[src/rtl/piso_tx_ctrl.sv]
// piso_tx_ctrl: sequencer for a parallel-in/serial-out shift register.
// Accepts a word over valid/ready, holds it on par_out, issues one load
// cycle followed by a counted shift window, flags the cycles on which the
// PISO serial output carries a frame bit, then pulses done.
// Optional feature: define PISO_TX_PARITY_EN to append an even-parity bit
// (fed through si) as an extra frame bit.
module piso_tx_ctrl #(
    parameter int WIDTH = 3,
    parameter int GAP   = 0
) (
    input  logic             clk,
    input  logic             rst,
    input  logic [WIDTH-1:0] data_in,
    input  logic             valid,
    output logic             ready,
    output logic [WIDTH-1:0] par_out,
    output logic             shift,
    output logic             si,
    output logic             bit_valid,
    output logic [4:0]       bit_cnt,
    output logic             busy,
    output logic             done
);

`ifdef PISO_TX_PARITY_EN
    localparam int N = WIDTH + 1;
`else
    localparam int N = WIDTH;
`endif
    localparam logic [4:0] LAST     = 5'(N - 1);
    localparam logic [3:0] GAP_INIT = 4'((GAP > 0) ? GAP - 1 : 0);

    typedef enum logic [1:0] {
        S_IDLE  = 2'd0,
        S_LOAD  = 2'd1,
        S_SHIFT = 2'd2,
        S_GAP   = 2'd3
    } state_t;

    state_t           state_q, state_d;
    logic [WIDTH-1:0] hold_q, hold_d;
    logic [4:0]       cnt_q, cnt_d;
    logic [3:0]       gap_q, gap_d;
    logic             ready_q, ready_d;
    logic             shift_q, shift_d;
    logic             bit_valid_q, bit_valid_d;
    logic [4:0]       bit_cnt_q, bit_cnt_d;
    logic             busy_q, busy_d;
    logic             done_q, done_d;
`ifdef PISO_TX_PARITY_EN
    logic             si_q, si_d;
`endif

    // Next-state logic; outputs are derived from the next state so that every
    // output comes straight from a flop.
    always_comb begin
        state_d = state_q;
        hold_d  = hold_q;
        cnt_d   = cnt_q;
        gap_d   = gap_q;
        done_d  = 1'b0;
        case (state_q)
            S_IDLE: begin
                // ready is high throughout IDLE, so valid alone means accept
                if (valid) begin
                    hold_d  = data_in;
                    state_d = S_LOAD;
                end
            end
            S_LOAD: begin
                cnt_d   = 5'd0;
                state_d = S_SHIFT;
            end
            S_SHIFT: begin
                if (cnt_q == LAST) begin
                    done_d = 1'b1;
                    cnt_d  = 5'd0;
                    if (GAP > 0) begin
                        gap_d   = GAP_INIT;
                        state_d = S_GAP;
                    end else begin
                        state_d = S_IDLE;
                    end
                end else begin
                    cnt_d = cnt_q + 5'd1;
                end
            end
            S_GAP: begin
                if (gap_q == 4'd0) state_d = S_IDLE;
                else               gap_d   = gap_q - 4'd1;
            end
            default: state_d = S_IDLE;
        endcase

        ready_d     = (state_d == S_IDLE);
        busy_d      = (state_d != S_IDLE);
        shift_d     = (state_d == S_SHIFT);
        bit_valid_d = (state_d == S_SHIFT);
        bit_cnt_d   = (state_d == S_SHIFT) ? cnt_d : 5'd0;
`ifdef PISO_TX_PARITY_EN
        // Parity bit trails the data bits in on si while the word is in flight
        si_d = ((state_d == S_LOAD) || (state_d == S_SHIFT)) ? ^hold_d : 1'b0;
`endif
    end

    // State and output registers with synchronous reset
    always_ff @(posedge clk) begin
        if (rst) begin
            state_q     <= S_IDLE;
            hold_q      <= '0;
            cnt_q       <= 5'd0;
            gap_q       <= 4'd0;
            ready_q     <= 1'b1;
            shift_q     <= 1'b0;
            bit_valid_q <= 1'b0;
            bit_cnt_q   <= 5'd0;
            busy_q      <= 1'b0;
            done_q      <= 1'b0;
`ifdef PISO_TX_PARITY_EN
            si_q        <= 1'b0;
`endif
        end else begin
            state_q     <= state_d;
            hold_q      <= hold_d;
            cnt_q       <= cnt_d;
            gap_q       <= gap_d;
            ready_q     <= ready_d;
            shift_q     <= shift_d;
            bit_valid_q <= bit_valid_d;
            bit_cnt_q   <= bit_cnt_d;
            busy_q      <= busy_d;
            done_q      <= done_d;
`ifdef PISO_TX_PARITY_EN
            si_q        <= si_d;
`endif
        end
    end

    assign ready     = ready_q;
    assign par_out   = hold_q;
    assign shift     = shift_q;
    assign bit_valid = bit_valid_q;
    assign bit_cnt   = bit_cnt_q;
    assign busy      = busy_q;
    assign done      = done_q;
`ifdef PISO_TX_PARITY_EN
    assign si        = si_q;
`else
    assign si        = 1'b0;
`endif

endmodule
[config.mk]
export PLATFORM = sky130hd
export DESIGN_NAME = piso_tx_ctrl
export DESIGN_NICKNAME = d
export VERILOG_FILES = /design/src/rtl/piso_tx_ctrl.sv
export SDC_FILE = /design/constraint.sdc
export NUM_CORES = 1
export LEC_CHECK = 0
export CAP_MARGIN = 10
export CORE_MARGIN = 2
export CORE_UTILIZATION = 60
export CTS_CLUSTER_DIAMETER = 200
export DETAILED_ROUTE_END_ITERATION = 16
export DONT_BUFFER_PORTS = 1
export GPL_ROUTABILITY_DRIVEN = 0
export PLACE_DENSITY_LB_ADDON = 0.3
export SLEW_MARGIN = 20
export SYNTH_ARGS = -nofsm -noshare
export SYNTH_HDL_FRONTEND = slang
export SYNTH_SLANG_ARGS = --single-unit
export TNS_END_PERCENT = 5
[constraint.sdc]
create_clock -name clk -period 2.75 [get_ports clk]
set_input_delay 0.4125 -clock clk [delete_from_list [all_inputs] [get_ports clk]]
set_output_delay 0.4125 -clock clk [all_outputs]
set_load 0.02 [all_outputs]
After elaboration in Yosys (flattened, before gate mapping)
Cells that the tools add are included.
{"block": "word_totals", "register_bits": 23, "latchBits": 0, "ramBits": 0, "mem_bits_ro": 0, "word_cells": 34, "mem_count": 0}
{"block": "op_classes", "add_sub_neg": 2, "mul": 0, "div_mod_pow": 0, "n_lt_le_gt_ge": 0, "eq_ne": 5, "shifts": 0, "mux": 7, "bitwise": 3, "reduce_logical": 8}
{"cell": "$pmux W5 S2", "n": 1}
{"cell": "$pmux W2 S4", "n": 1}
{"cell": "$eq A2 B2 Y1 const B", "n": 3}
{"cell": "$mux W2", "n": 3}
{"cell": "$add A5 B1 Y5 const B", "n": 1}
{"cell": "$eq A5 B2 Y1 const B", "n": 1}
{"cell": "$mux W5", "n": 1}
{"cell": "$logic_not A2 Y1", "n": 2}
{"cell": "$logic_not A4 Y1", "n": 1}
{"cell": "$reduce_and A2 Y1", "n": 2}
{"cell": "$reduce_or A2 Y1", "n": 2}
{"cell": "$sub A4 B1 Y4 const B", "n": 1}
{"cell": "$not A1 Y1", "n": 3}
{"cell": "$eq A2 B1 Y1 const B", "n": 1}
{"cell": "$reduce_bool A2 Y1", "n": 1}
{"cell": "$mux W1", "n": 1}

Longest topological paths before layout
{"block": "depth", "depth_word": 6, "mapped_depth": 6}

Worst setup path before layout
OpenSTA, ideal clock, no wires.
{"block": "synth_path", "path_type": "flip-flop to flip-flop", "from": "reg cnt_q[0]", "to": "reg busy_q, in the netlist busy", "t_arrival_ns": 1.540, "t_required_ns": 2.630, "setup_slack_ns": 1.090, "path_stages_with_launch": 7, "n_path_buf": 0, "period_less_slack_ns": 1.660, "cell_sequence": "dfxtp_1 inv_1 ha_1 or4b_4 a22oi_4 o22ai_2 or2_1"}
{"block": "synth_via", "elab_chain_cells": 4}
{"item": "from (decl)", "line": "42", "text": "logic [4:0] cnt_q, cnt_d;"}
{"item": "from (signal assigned)", "line": "125", "text": "cnt_q <= cnt_d;"}
{"item": "$eq A5 B2 Y1", "line": "75", "text": "if (cnt_q == LAST) begin"}
{"item": "$mux W2", "line": "75"}
{"item": "$pmux W2 S4", "line": "62", "text": "case (state_q)"}
{"item": "$reduce_bool A2 Y1", "line": "96", "text": "busy_d = (state_d != S_IDLE);"}
{"item": "to (signal assigned)", "line": "131", "text": "busy_q <= busy_d;"}
{"item": "to (decl)", "line": "48", "text": "logic busy_q, busy_d;"}
Every way passes these cells.
A chain may end at the register's enable or synchronous reset.

Final worst setup path
{"block": "layout_path", "from": "reg state_q[0]", "to": "reg bit_cnt_q[2], in the netlist bit_cnt[2]"}
{"block": "layout_via", "elab_chain_cells": 5, "elab_cells_between_ends": 12}
{"item": "from (decl)", "line": "40", "text": "state_t state_q, state_d;"}
{"item": "from (signal assigned)", "line": "123", "text": "state_q <= state_d;"}
{"item": "$eq A2 B2 Y1, or another cell as far along", "line": "62"}
{"item": "$pmux W2 S4", "line": "62"}
{"item": "$eq A2 B2 Y1", "line": "99", "text": "bit_cnt_d = (state_d == S_SHIFT) ? cnt_d : 5'd0;"}
{"item": "$not A1 Y1 (no line)"}
{"item": "$reduce_or A2 Y1 (no line)"}
{"item": "to (signal assigned)", "line": "130", "text": "bit_cnt_q <= bit_cnt_d;"}
{"item": "to (decl)", "line": "47", "text": "logic [4:0] bit_cnt_q, bit_cnt_d;"}
Parallel ways exist; a longest one is shown, timed or not.

==> results.md <==
* Placed inst area at approximately 1000 um^2
* CP peak stage delay at 0.46 ns
* Drt wl/cell at approximately 14 um
* Arrival time at the worst endpoint at 2.04 ns
* DRC viols at 0
* IO buf count at 0
* Worst Max-Slew Pin Slew at 0.513 ns
* R2R cell count at 6
* Die Y at around 45 um
* CTS Buffer Depth at 2
* CTS tree: built
* Max Cap Viol at 0
* Worst Slack Setup Final at 0.974 ns
* Minimum hold slack at approximately 0.15 ns
* H-tree depth reported by CTS at 1
* Cts hold-fix bufs at 0
* Design area at around 1000 um^2
* Switching Share at 25.9%
* Crit path depth at 6
* Starting density of the core at 66.2%
* Initial antenna violation count at 0
* Layout cells sized above 1 at between 8 and 9%
* CP endpoint: bit_cnt[2]
* Final Cycle Share at around 65%
* Via count at between 700 and 800
* Vias in the first global route at between 600 and 700
* Fillers at ~130
* Die width at roughly 45 um
* Post-CTS Setup Bufs at 0
* Clock root buffer: clkbuf_4
* Worst rel slew slack at between 60% and 70%
* Kind of critical path: reg2reg
* Pleak at ~0.44 nW
* RSZ-0062 raised after global routing: no
* Pre-CTS setup slack at around 0.99 ns
* Yosys top cell area share at between 40 and 50%
* Cell variety after synth at 32
* Worst path slowest cell: nor3_1
* Syn avg cell area at ~9 um^2
* Clock-pin transition on the worst setup and hold timing paths at 0.12 ns
* CP startpoint kind: register
* Reg2Reg Setup Slack at around 0.97 ns
* Standard-cell rows at 14
* Finished Core Util at slightly below 70%
* Antenna Violating Nets Remaining at 0
* Combinational power share at 8.5%
* Register bit total from synthesis at 23
* Maximum VDD drop at approximately 0.39 mV
* Family with the most delay on the worst path: simple AND/OR/NAND/NOR gates
* R2r startpoint: state_q[0]
* Max Clock Skew at roughly 0.00067 ns
* Most frequent CP cell: inv_1
* Clk sinks at 23
* Cell Area, Synth at 1020 um^2
* Post-Place Cells at between 100 and 150
* Reg power frac at around 64%
* Worst Hold Class: in2reg
* Power Dens Cells at 540 nW/um^2
* Number of CTS-inserted buffers at 3
* Global Route Usage Sum at approximately a fifth
* Overall Power at around 0.57 mW
* N_diodes at 0
* Area grow syn2layout at 2.70%
* P_sw at approximately 0.15 mW
* Leading area contributor after synthesis: dfxtp_1
* Non-filler cells, final at roughly 130
* Worst path bufs/invs at 2
* DRT Pass-1 Iters at 4
* GRT overflow at 0
* Fin. max-slew vios at 0
* Nets at 127
* Pin count of the biggest net entering global routing at 17
* Worst reg2reg path endpoint: bit_cnt[2]
* Total negative slack at 0 ns
* DRT Wirelength at 1730 um
* Int Pwr at ~0.42 mW
* Post-Syn Instances at approximately 110
* Max Freq at 0.563 GHz
* Worst setup EP type: register
* Final setup fails at 0
* Worst-path cell chain: inv_1, ha_1, inv_1, nor3_1, a22oi_1, nor2_1
* Min Clock Period, post-route at between 1.5 and 2 ns
* Core Area at between 1500 and 2000 um^2
* Final hold vios at 0
* DRT iter0 DRCs at 13
* Ports at 20
* Global-route wire length before repair at between 2000 and 3000 um
* Required time of the critical path at 3.01 ns
* Synth warnings at 0
* Leading post-synthesis cells by cell area: dfxtp_1, ha_1, nor2_1
* Sequential-to-total area share from yosys stat at between 40% and 50%
* Critical Path Fanout Max at 6
* Outcome: complete, no violations
* Syn Nets at between 100 and 150
* Clk pwr share at between 20% and 30%
* Die area at a little over 2000 um^2
* Routed vias/inst at approximately 5.6
* HPWL Detailed at 1290 um
* CP startpoint: state_q[0]
* Post-CTS sizing at 0
* Clk_lat worst skew at about 0.31 ns
synthesized netlist by cell type (all sizes together):
cell type	number
a22oi	2
conb	1
clkbuf	1
o22ai	1
nor3b	1
o221ai	1
nand2b	2
nor4b	1
mux2i	1
buf	2
a21oi	6
nand2	4
or4b	1
a32oi	1
nand3	7
xnor2	1
o21bai	1
and2b	1
o21ai	2
a2bb2oi	2
a211oi	1
inv	11
nor2	20
xor2	2
and2	1
nor3	3
or2	1
o2111ai	1
or3b	1
ha	8
dfxtp	23
routing by layer:
metal	routed length, um	global-route usage (%)
met1	789	24.1
met2	833	30.9
met4	44	13.5
met3	62	4.00
met5	0	0
layout by cell type (no fill, tap or decap), drive strengths merged:
cell	n
nand2	4
or4b	1
xor2	2
a32oi	1
clkbuf	4
nor3b	1
dfxtp	23
o22ai	1
o21bai	1
a22oi	2
or2	1
nand3	7
a2bb2oi	2
or3b	1
conb	1
ha	8
and2b	1
mux2i	1
xnor2	1
nor2	20
o21ai	2
o221ai	1
o2111ai	1
inv	11
a21oi	6
nor4b	1
and2	1
nand2b	2
nor3	3
a211oi	1
cell type report:
class	count	area, um^2	share of cell area, %
well taps	16	20.0	1.91
multi-input cells	74	499	47.7
clock buffers	4	26.3	2.51
inverters	11	41.3	3.94
flip-flops and latches	23	460	44.0
how the worst min path moves through the flow:
| stage | startpoint | endpoint | slack, ns | cells after the start |
|---|---|---|---|---|
| after floorplan | rst | par_out[2] | 0.48 | 1 |
| after global placement | rst | par_out[1] | 0.48 | 1 |
| after detailed placement | rst | par_out[0] | 0.49 | 1 |
| after CTS | rst | par_out[0] | 0.14 | 1 |
| after global routing | rst | cnt_q[2] | 0.13 | 1 |
| final | rst | par_out[0] | 0.15 | 1 |
state kept, by name, summed over array words and instances, names as in the netlist:
name and flops:
bit_cnt 5, cnt_q 5, gap_q 4, par_out 3, state_q 2, bit_valid 1, busy 1, done 1
ready 1
power by group through the flow:
| stage | clock, mW | combinational (mW) | sequential, mW |
|---|---|---|---|
| 6_report | 0.157 | 0.0482 | 0.360 |
| 5_1_grt | 0.172 | 0.0540 | 0.362 |
| 4_1_cts | 0.160 | 0.0478 | 0.360 |
| 3_5_place_dp | 0 | 0.0474 | 0.368 |
| 3_3_place_gp | 0 | 0.0455 | 0.367 |
| 2_1_floorplan | 0 | 0.0433 | 0.365 |
cells by family (layout without fill, tap and decap cells):
logic type | count (synthesis) | in the layout | synth area share [%]
buffers and inverters | 14 | 15 | 5.89
other | 1 | 1 | 0.368
and+or+nand+nor | 43 | 43 | 20.9
adders and majority gates | 8 | 8 | 9.82
DFF | 23 | 23 | 45.2
muxes | 1 | 1 | 0.982
AOI/OAI and AO/OA | 18 | 18 | 14.4
xor gates and xnor gates | 3 | 3 | 2.58
(Power assumes the default switching activity.)
==> RTL edit, RTL diff (config.mk and constraints unchanged) <==
Set the parameter `WIDTH` to 6 (it was 3).
--- a/src/rtl/piso_tx_ctrl.sv
+++ b/src/rtl/piso_tx_ctrl.sv
@@ -5,7 +5,7 @@
 // Optional feature: define PISO_TX_PARITY_EN to append an even-parity bit
 // (fed through si) as an extra frame bit.
 module piso_tx_ctrl #(
-    parameter int WIDTH = 3,
+    parameter int WIDTH = 6,
     parameter int GAP   = 0
 ) (
     input  logic             clk,
Ports: changed (resized data_in and par_out); port bits go from 20 to 26. The function was not compared with the original's and may differ.
==> RTL edit against the original RTL <==
Routed wire length increased by 15%; sequential cell count rose by 3; clock skew up 0.0041 ns; first-iteration DRC count is 38% lower; synthesized area is 13% higher; sequential power up 16%; final area rose by 14%; global-route usage down 0.72 points; worst setup slack got worse by 0.40 ns; power is 22% higher; critical endpoint is now bit_cnt[3].
==> RTL edit: results <==
[grt]
grt_max_degree = 21
grt_pass1_wl_um = 2930
grt_usage_pct = 19.0
grt_pass1_vias = 711

[critical_path]
critPathArrivalTime_ns = 2.38
r2r_start = "gap_q[0]"
crit_slowest_cell = "mux2i_1"
critPathMaxFanout = 6
critPathMaxStageDelay_ns = 0.54

[route]
wl_per_cell_um = 13.4
vias = 832
drt-initial-drc-count = 8
drt_wl_total_um = 1990

[synthesis]
yosysUniqueCellTypes = 31
synthTopCellsByArea = "dfxtp_1 (45%), ha_1 (8.7%), a21oi_1 (4.4%)"
netlist_instances = 126
netlist_top_cells_count = "dfxtp_1 (26), a21oi_1 (10), inv_1 (10)"
synth_nets = 143

[placement]
dp_hpwl_um = 1450
placed_cells = 145
placed_cell_area_um2 = 1150
place_ws_ns = 0.589

[timing]
fin_worst_skew_ns = 0.00478
slew-limit-headroom_pct = 62.7

[status]
status = "completed"

[final_layout]
num-fill-cells = 147
drive_gt1_share_pct = 6.45

[pwr]
leakage_nw = 0.448
ir_drop_uv = 330
## RTL edit: cell count changes in the layout (fill, tap and decap cells not counted), moves of 3 or more
cell,change
nor2b_1,+5
nand2_1,+5
nor3_1,+5
a21oi_1,+4
nor2_1,-11
dfxtp_1,+3
## RTL edit: worst paths after layout
check	endpoint	slack, ns	cells after the start
worst min register to register	gap_q[3]	0.54	2
worst min-delay path	par_out[1]	0.14	1
worst max-delay path	bit_cnt[3]	0.57	6
worst max register to register	bit_cnt[3]	0.57	6
## RTL edit: worst reg2reg max path, delay by kind of cell, from the launching register on
kind	cells	cell delay (ns)
adder cells (fa/ha/maj)	1	0.16
AND/OR/NAND/NOR	2	0.58
multiplexers	1	0.54
AO/OA/AOI/OAI	1	0.35
flip-flops	1	0.34
buffers and inverters	1	0.09
## RTL edit: cells by family after synthesis
family	after synthesis	share of synthesized area (%)
xor gates and xnor gates	3	2.29
AOI/OAI and AO/OA	23	13.8
buffers and inverters	17	6.32
muxes	1	0.871
other	1	0.326
adders and majority gates	8	8.71
and+or+nand+nor	47	22.3
DFF	26	45.3
## RTL edit: area by class of cell
type | count | area (um^2) | share of cell area, %
multi-input cells | 83 | 556 | 46.7
repair buffers | 1 | 7.51 | 0.632
clock buffers | 4 | 36.3 | 3.05
inverters | 10 | 37.5 | 3.16
well taps | 25 | 31.3 | 2.63
flip-flops and latches | 26 | 520 | 43.8
## RTL edit: report_power, final
group	leakage (nW)	internal (mW)	total, mW	switching, mW
Sequential	0.211	0.392	0.418	0.0255
Combinational	0.216	0.0325	0.0860	0.0535
Clock	0.0210	0.0811	0.187	0.106
Total	0.448	0.506	0.691	0.185
## RTL edit: metal layers
layer	track usage, %	vias to the layer above	routed length [um]
li1	-	421	-
met1	22.7	385	943
met2	29.3	24	942
met3	6.04	2	80
met4	11.9	0	27
met5	0	-	0
